[src/rtl/pipe_pkg.sv]
// Shared pipeline definitions: control-word bit positions, funct3 access-size
// encodings and the memory-stage state type.
package pipe_pkg;

    // Control-word bit positions
    localparam int CTL_MEM_TO_REG = 20;  // load result goes to rd (also marks a load)
    localparam int CTL_RA_TO_REG  = 19;  // link address goes to rd
    localparam int CTL_MEM_WRITE  = 18;  // store
    localparam int CTL_REG_WRITE  = 16;  // rd is written

    // funct3 access-size encodings (ir[14:12])
    localparam logic [2:0] F3_B  = 3'b000;
    localparam logic [2:0] F3_H  = 3'b001;
    localparam logic [2:0] F3_W  = 3'b010;
    localparam logic [2:0] F3_BU = 3'b100;
    localparam logic [2:0] F3_HU = 3'b101;

    typedef enum logic {
        IDLE = 1'b0,
        WAIT = 1'b1
    } mem_state_t;

endpackage

[src/rtl/mem_align.sv]
// Combinational byte-lane logic for the memory stage.
// Request side: legality/alignment check, store lane replication and strobes,
// all from the instruction currently in EX/MEM.
// Response side: load byte/halfword extraction and sign/zero extension, using
// the size and offset latched when the request was issued.
module mem_align
    import pipe_pkg::*;
(
    input  logic [2:0]  funct3,
    input  logic        is_store,
    input  logic [1:0]  offset,
    input  logic [31:0] store_data,
    output logic        ok,
    output logic [31:0] wdata,
    output logic [3:0]  wstrb,
    input  logic [2:0]  ld_funct3,
    input  logic [1:0]  ld_offset,
    input  logic [31:0] rdata,
    output logic [31:0] load_data
);

    logic        legal;
    logic        aligned;
    logic [31:0] shifted;

    // Legal size for the access direction, and natural alignment for that size
    always_comb begin
        legal   = 1'b0;
        aligned = 1'b1;
        if (is_store) begin
            legal = funct3 inside {F3_B, F3_H, F3_W};
        end else begin
            legal = funct3 inside {F3_B, F3_H, F3_W, F3_BU, F3_HU};
        end
        case (funct3)
            F3_H, F3_HU: aligned = ~offset[0];
            F3_W:        aligned = (offset == 2'b00);
            default:     aligned = 1'b1;
        endcase
        ok = legal & aligned;
    end

    // Store data is replicated across lanes so the strobes alone select the target bytes
    generate
        for (genvar gi = 0; gi < 4; gi++) begin : g_lane
            assign wdata[8*gi +: 8] = !is_store          ? 8'h00 :
                                      (funct3 == F3_B)   ? store_data[7:0] :
                                      (funct3 == F3_H)   ? store_data[8*(gi%2) +: 8] :
                                                           store_data[8*gi +: 8];
        end
    endgenerate

    // Byte strobes shifted to the addressed lane; loads never write
    always_comb begin
        wstrb = 4'b0000;
        if (is_store) begin
            case (funct3)
                F3_B:    wstrb = 4'b0001 << offset;
                F3_H:    wstrb = 4'b0011 << offset;
                F3_W:    wstrb = 4'b1111;
                default: wstrb = 4'b0000;
            endcase
        end
    end

    assign shifted = rdata >> {ld_offset, 3'b000};

    // Extract the addressed byte/halfword and extend to 32 bits
    always_comb begin
        case (ld_funct3)
            F3_B:    load_data = {{24{shifted[7]}}, shifted[7:0]};
            F3_H:    load_data = {{16{shifted[15]}}, shifted[15:0]};
            F3_W:    load_data = rdata;
            F3_BU:   load_data = {24'h000000, shifted[7:0]};
            F3_HU:   load_data = {16'h0000, shifted[15:0]};
            default: load_data = 32'h00000000;
        endcase
    end

endmodule

[src/rtl/mem_stage.sv]
// Memory-access stage of the RV32 pipeline. Owns the MEM/WB register, issues
// loads/stores over a req/ack handshake, stalls upstream while an access is
// outstanding, and abandons an access after TIMEOUT cycles without ack.
module mem_stage
    import pipe_pkg::*;
#(
    parameter int TIMEOUT = 16,
    parameter int XLEN    = 32
) (
    input  logic            clk,
    input  logic            rstn,
    input  logic            valid_in,
    input  logic [31:0]     ir_in,
    input  logic [31:0]     ctl_in,
    input  logic [XLEN-1:0] ra_in,
    input  logic [XLEN-1:0] alu_y_in,
    input  logic [XLEN-1:0] rs2_in,
    output logic            stall,
    output logic            dm_req,
    output logic            dm_we,
    output logic [XLEN-1:0] dm_addr,
    output logic [XLEN-1:0] dm_wdata,
    output logic [3:0]      dm_wstrb,
    input  logic            dm_ack,
    input  logic [XLEN-1:0] dm_rdata,
    output logic            valid_wb,
    output logic [31:0]     ir_wb,
    output logic [31:0]     ctl_wb,
    output logic [XLEN-1:0] ra_wb,
    output logic [XLEN-1:0] rdata_wb,
    output logic [XLEN-1:0] alu_y_wb,
    output logic            misalign,
    output logic            bus_err
);

    localparam int             CW       = (TIMEOUT > 1) ? $clog2(TIMEOUT) : 1;
    localparam logic [CW-1:0]  CNT_LAST = CW'(TIMEOUT - 1);

    mem_state_t  state_reg;
    logic [CW-1:0] cnt_reg;
    logic [2:0]  ld_funct3_reg;
    logic [1:0]  ld_offset_reg;

    logic        mem_op;
    logic        is_store;
    logic        ok;
    logic [31:0] wdata;
    logic [3:0]  wstrb;
    logic [31:0] load_data;

    assign mem_op   = valid_in & (ctl_in[CTL_MEM_TO_REG] | ctl_in[CTL_MEM_WRITE]);
    assign is_store = ctl_in[CTL_MEM_WRITE];

    mem_align u_align (
        .funct3     (ir_in[14:12]),
        .is_store   (is_store),
        .offset     (alu_y_in[1:0]),
        .store_data (rs2_in),
        .ok         (ok),
        .wdata      (wdata),
        .wstrb      (wstrb),
        .ld_funct3  (ld_funct3_reg),
        .ld_offset  (ld_offset_reg),
        .rdata      (dm_rdata),
        .load_data  (load_data)
    );

    // Hold EX/MEM while a legal access is being issued or awaits its ack;
    // released on the ack or the final timeout cycle, and forced low in reset
    always_comb begin
        stall = 1'b0;
        if (rstn) begin
            if (state_reg == IDLE) begin
                stall = mem_op & ok;
            end else begin
                stall = !dm_ack && (cnt_reg != CNT_LAST);
            end
        end
    end

    // Access FSM with request outputs and the MEM/WB register
    always_ff @(posedge clk or negedge rstn) begin
        if (!rstn) begin
            state_reg     <= IDLE;
            cnt_reg       <= '0;
            ld_funct3_reg <= 3'b000;
            ld_offset_reg <= 2'b00;
            dm_req        <= 1'b0;
            dm_we         <= 1'b0;
            dm_addr       <= '0;
            dm_wdata      <= '0;
            dm_wstrb      <= 4'b0000;
            valid_wb      <= 1'b0;
            ir_wb         <= '0;
            ctl_wb        <= '0;
            ra_wb         <= '0;
            rdata_wb      <= '0;
            alu_y_wb      <= '0;
            misalign      <= 1'b0;
            bus_err       <= 1'b0;
        end else begin
            misalign <= 1'b0;
            bus_err  <= 1'b0;
            case (state_reg)
                IDLE: begin
                    if (mem_op && ok) begin
                        dm_req        <= 1'b1;
                        dm_we         <= is_store;
                        dm_addr       <= {alu_y_in[XLEN-1:2], 2'b00};
                        dm_wdata      <= wdata;
                        dm_wstrb      <= wstrb;
                        ld_funct3_reg <= ir_in[14:12];
                        ld_offset_reg <= alu_y_in[1:0];
                        cnt_reg       <= '0;
                        state_reg     <= WAIT;
                        // MEM/WB contents are kept; only valid drops so the
                        // previous instruction is not retired a second time
                        valid_wb      <= 1'b0;
                    end else begin
                        misalign <= mem_op;
                        valid_wb <= valid_in & !mem_op;
                        ctl_wb   <= (valid_in && !mem_op) ? ctl_in : 32'h0;
                        ir_wb    <= ir_in;
                        ra_wb    <= ra_in;
                        alu_y_wb <= alu_y_in;
                        rdata_wb <= '0;
                    end
                end
                WAIT: begin
                    if (dm_ack) begin
                        dm_req    <= 1'b0;
                        state_reg <= IDLE;
                        valid_wb  <= 1'b1;
                        ctl_wb    <= ctl_in;
                        ir_wb     <= ir_in;
                        ra_wb     <= ra_in;
                        alu_y_wb  <= alu_y_in;
                        rdata_wb  <= dm_we ? '0 : load_data;
                    end else if (cnt_reg == CNT_LAST) begin
                        dm_req    <= 1'b0;
                        bus_err   <= 1'b1;
                        state_reg <= IDLE;
                        valid_wb  <= 1'b0;
                        ctl_wb    <= '0;
                        rdata_wb  <= '0;
                    end else begin
                        cnt_reg <= cnt_reg + 1'b1;
                    end
                end
                default: state_reg <= IDLE;
            endcase
        end
    end

endmodule

[config.mk]
export PLATFORM = sky130hd
export DESIGN_NAME = mem_stage
export DESIGN_NICKNAME = d
export VERILOG_FILES = /design/src/rtl/pipe_pkg.sv /design/src/rtl/mem_align.sv /design/src/rtl/mem_stage.sv
export SDC_FILE = /design/constraint.sdc
export NUM_CORES = 1
export LEC_CHECK = 0
export ABC_AREA = 1
export ABC_CLOCK_PERIOD_IN_PS = 2600
export CAP_MARGIN = 10
export CORE_AREA = 2 2 166 168
export DETAILED_ROUTE_END_ITERATION = 16
export DIE_AREA = 0 0 168 170
export GPL_ROUTABILITY_DRIVEN = 1
export HOLD_SLACK_MARGIN = 0.06
export PLACE_DENSITY = 0.79
export SETUP_SLACK_MARGIN = 0.15
export SYNTH_ARGS = -nofsm -noshare
export SYNTH_HDL_FRONTEND = slang
export SYNTH_SLANG_ARGS = --single-unit
[constraint.sdc]
create_clock -name clk -period 2.6 [get_ports clk]
set_input_delay 0.52 -clock clk [delete_from_list [all_inputs] [get_ports clk]]
set_output_delay 0.52 -clock clk [all_outputs]
set_load 0.03 [all_outputs]
==> impl_metrics.toml <==
[finish]
multi_input_comb_area_mm2 = 0.004060
fill_cell_count = 2286
utilization_pct = 61.26
areaGrowthSynthToFinish_pct = 53.90
final_net_count = 1961
drive_above_1_share_pct = 6.004
regArea_mm2 = 0.006032

[timing]
report.final.setup_viol = 0
fmaxAchievable_ghz = 0.4243
final.min_clock_period_ns = 2.357
tightest_slew_ns = 0.8994
slew_limit_fails = 0
clock_skew_ns = 0.01001
rsz0062_at_grt = "false"
timing.slew.headroom_pct = 40.04
layout_worst_path_cycle_share_pct = 90.64
worst_hold_slack_ns = 0.07876
finalSetupTns_ns = 0
count_of_endpoints_failing_hold_in_the_final_timing_report = 0

[pwr]
max_rail_drop_vdd_mv = 0.5167
p_leak_nw = 8.132
pwr_density_cell_mw_per_mm2 = 808.8

[routing]
viasPerCell = 4.945
post-route-drc-count = 0
drt_iter0_markers = 711
dr.pass1.iters = 5
antenna_violating_nets_post_route = 0
num_vias = 10510
finalWirelength_um = 35100
drt-wirelength-per-cell_um = 16.52

[clock_network]
clock_tree.buffer_depth = 3
root_buffer = "sky130_fd_sc_hd__clkbuf_16"
post_cts_hold_buffer_count = 0
path_clk_slew_ns = 0.06
htree_levels = 1
tritoncts = "done"
cts_buffers = 27
tritoncts_sinks = 241
clock_latency_ns = 0.54

[synthesis]
warnings_from_yosys = 0
syn_area_cell_um2 = 7.905
yosys_most_used_dff = "sky130_fd_sc_hd__dfrtp_1"
post_synthesis_sequential_area_ratio_pct = 56.85
synth_area_mm2 = 0.01061
synth_cell_type_count = 26
postSynthRegisterBits = 241
synth_enable_flop_cells = 0
async_reset_ff_share_pct = 100.0
netlist_instances = 1342

[die]
i_o_pin_count = 430
die-height_um = 170
chipWidth_um = 168
std_cell_rows = 60
die_area_mm2 = 0.02856
fp.coreArea_mm2 = 0.02665
initial_core_util_pct = 39.81

[global_routing]
number_of_global_route_vias_before_repair = 10350
number_of_antenna_violations_at_the_first_check_in_global_routing = 2
grtUsageTotal_pct = 24.01
grt_start_max_net_pins = 129
grt_first_pass_wirelength_um = 55310
grt_overflow = 0

[worst_setup_path]
cp_slowest_cell = "sky130_fd_sc_hd__clkdlybuf4s50_1"
worst_reg2reg_setup_slack_ns = 0.63
cpPeakStageDelay_ns = 0.51
worst-setup-path-type = "in -> out"
critical_path.top_delay_family = "buffers and inverters"
critPathLaunch = "ctl_in[20]"
worst-endpoint-required_ns = 2.08
worstSetupStartpointType = "input pin"
combined_buffer_and_inverter_count_along_the_critical_path = 2
r2r_path_start = "ld_offset_reg[0]"
crit_arrival_ns = 1.84
cp_capture_type = "primary output"
worstPathCellList = "clkdlybuf4s50_1, nor2_1, nor3_2, nand3_4, a21boi_2, buf_12"
critPathMaxFanout = 2

[placed_design]
place_hpwl_um = 24860
place.gp.congestion = 0.8614
buffer_ports.inserted = 427

[run_status]
run_status = "completed"

[min_path]
hold_class = "in -> async"

[run]
timing.max_cap.violations = 0
## cell type report
class / instances / area share [%]
flip-flops and latches: 241 / 36.95
repair buffers: 471 / 28.95
multi-input cells: 980 / 24.87
clock buffers: 38 / 4.820
well taps: 341 / 2.613
inverters: 43 / 0.9962
clock inverters: 9 / 0.7740
diodes: 2 / 0.03065
## metrics by stage
stage               area (um2)  power (mW)  instances  setup slack (ns)
finish                   16330       13.20       2125            0.2433
global route             16330       13.84       2125            0.1606
CTS                      16300       13.31       2122            0.1568
detailed placement       15380       9.311       2075           0.01115
global placement         15380       9.232       2075           0.06188
floorplan                10610       7.184       1343            0.1597
## path summary, 6_finish.rpt
kind | end | depth (start not counted)
worst max-delay path | stall | 6
worst min-delay path | dm_wdata[22] | 2
worst max register to register | rdata_wb[29] | 8
worst min register to register | ra_wb[18] | 2
max in group asynchronous | ir_wb[31] | 2
min in group clk | ir_wb[13] | 3
## synthesized netlist by cell type, types with 2 or more instances
library cell	count	share of area [%]
sky130_fd_sc_hd__nand2_1	710	25
sky130_fd_sc_hd__a21oi_1	11	0.52
sky130_fd_sc_hd__buf_1	8	0.28
sky130_fd_sc_hd__nor2_1	31	1.1
sky130_fd_sc_hd__inv_2	5	0.18
sky130_fd_sc_hd__o21ai_0	44	2.1
sky130_fd_sc_hd__a21boi_0	3	0.21
sky130_fd_sc_hd__buf_2	35	1.7
sky130_fd_sc_hd__nand3_1	157	7.4
sky130_fd_sc_hd__o21ai_1	6	0.28
sky130_fd_sc_hd__buf_4	12	0.85
sky130_fd_sc_hd__nand2_2	2	0.12
sky130_fd_sc_hd__inv_1	38	1.3
sky130_fd_sc_hd__dfrtp_1	241	57
sky130_fd_sc_hd__o211ai_1	4	0.28
sky130_fd_sc_hd__clkbuf_1	24	0.85
sky130_fd_sc_hd__nand4_1	2	0.12
## logic make-up (layout without fill, tap and decap cells)
kind of cell,Yosys count,count (layout),share of synthesized area [%]
and+or+nand+nor,906,906,34.24
DFF,241,241,56.85
buffers and inverters,122,561,5.154
AOI/OAI and AO/OA,69,69,3.444
xor gates and xnor gates,2,2,0.1651
adders and majority gates,1,1,0.1179
other,1,4,0.03535
## repair_timing
action,4_1_cts,5_1_grt
pin swaps,0,1
setup buffers,0,1
setup endpoints to repair,1,1
gates resized for setup,2,6
## routing by layer
metal / GRT usage, % / vias up / wire length, um
met5: 0 / - / 0
met4: 8.771 / 0 / 1305
met3: 6.791 / 79 / 3198
met2: 39.85 / 449 / 16760
met1: 30.06 / 4946 / 13840
li1: - / 5034 / -
## power by group
part | internal, mW | switching (mW) | leakage (nW)
sequential | 4.35 | 0.394 | 3.06
combinational | 1.81 | 2.71 | 4.62
clock | 2.39 | 1.55 | 0.451
## cell usage in the layout (no fill, tap or decap), types with 2 or more instances in the layout
| cell type | synthesis | final |
|---|---|---|
| sky130_fd_sc_hd__inv_1 | 38 | 38 |
| sky130_fd_sc_hd__a21boi_0 | 3 | 2 |
| sky130_fd_sc_hd__a21boi_2 | 0 | 2 |
| sky130_fd_sc_hd__a21oi_1 | 11 | 11 |
| sky130_fd_sc_hd__nand2_1 | 710 | 708 |
| sky130_fd_sc_hd__conb_1 | 1 | 2 |
| sky130_fd_sc_hd__nand2_2 | 2 | 3 |
| sky130_fd_sc_hd__clkinv_2 | 0 | 5 |
| sky130_fd_sc_hd__buf_4 | 12 | 36 |
| sky130_fd_sc_hd__dfrtp_1 | 241 | 240 |
| sky130_fd_sc_hd__o21ai_0 | 44 | 44 |
| sky130_fd_sc_hd__nand3_1 | 157 | 156 |
| sky130_fd_sc_hd__clkbuf_1 | 24 | 4 |
| sky130_fd_sc_hd__clkbuf_16 | 0 | 27 |
| sky130_fd_sc_hd__dlymetal6s2s_1 | 0 | 3 |
| sky130_fd_sc_hd__bufinv_16 | 0 | 3 |
| sky130_fd_sc_hd__clkdlybuf4s50_1 | 0 | 422 |
| sky130_fd_sc_hd__clkbuf_8 | 0 | 7 |
| sky130_fd_sc_hd__nor2_1 | 31 | 30 |
| sky130_fd_sc_hd__diode_2 | 0 | 2 |
| sky130_fd_sc_hd__nand4_1 | 2 | 2 |
| sky130_fd_sc_hd__inv_2 | 5 | 4 |
| sky130_fd_sc_hd__nor2_2 | 1 | 2 |
| sky130_fd_sc_hd__o211ai_1 | 4 | 4 |
| sky130_fd_sc_hd__o21ai_1 | 6 | 6 |
| sky130_fd_sc_hd__buf_12 | 0 | 9 |
No activity file was read; power rests on OpenSTA's default activity.
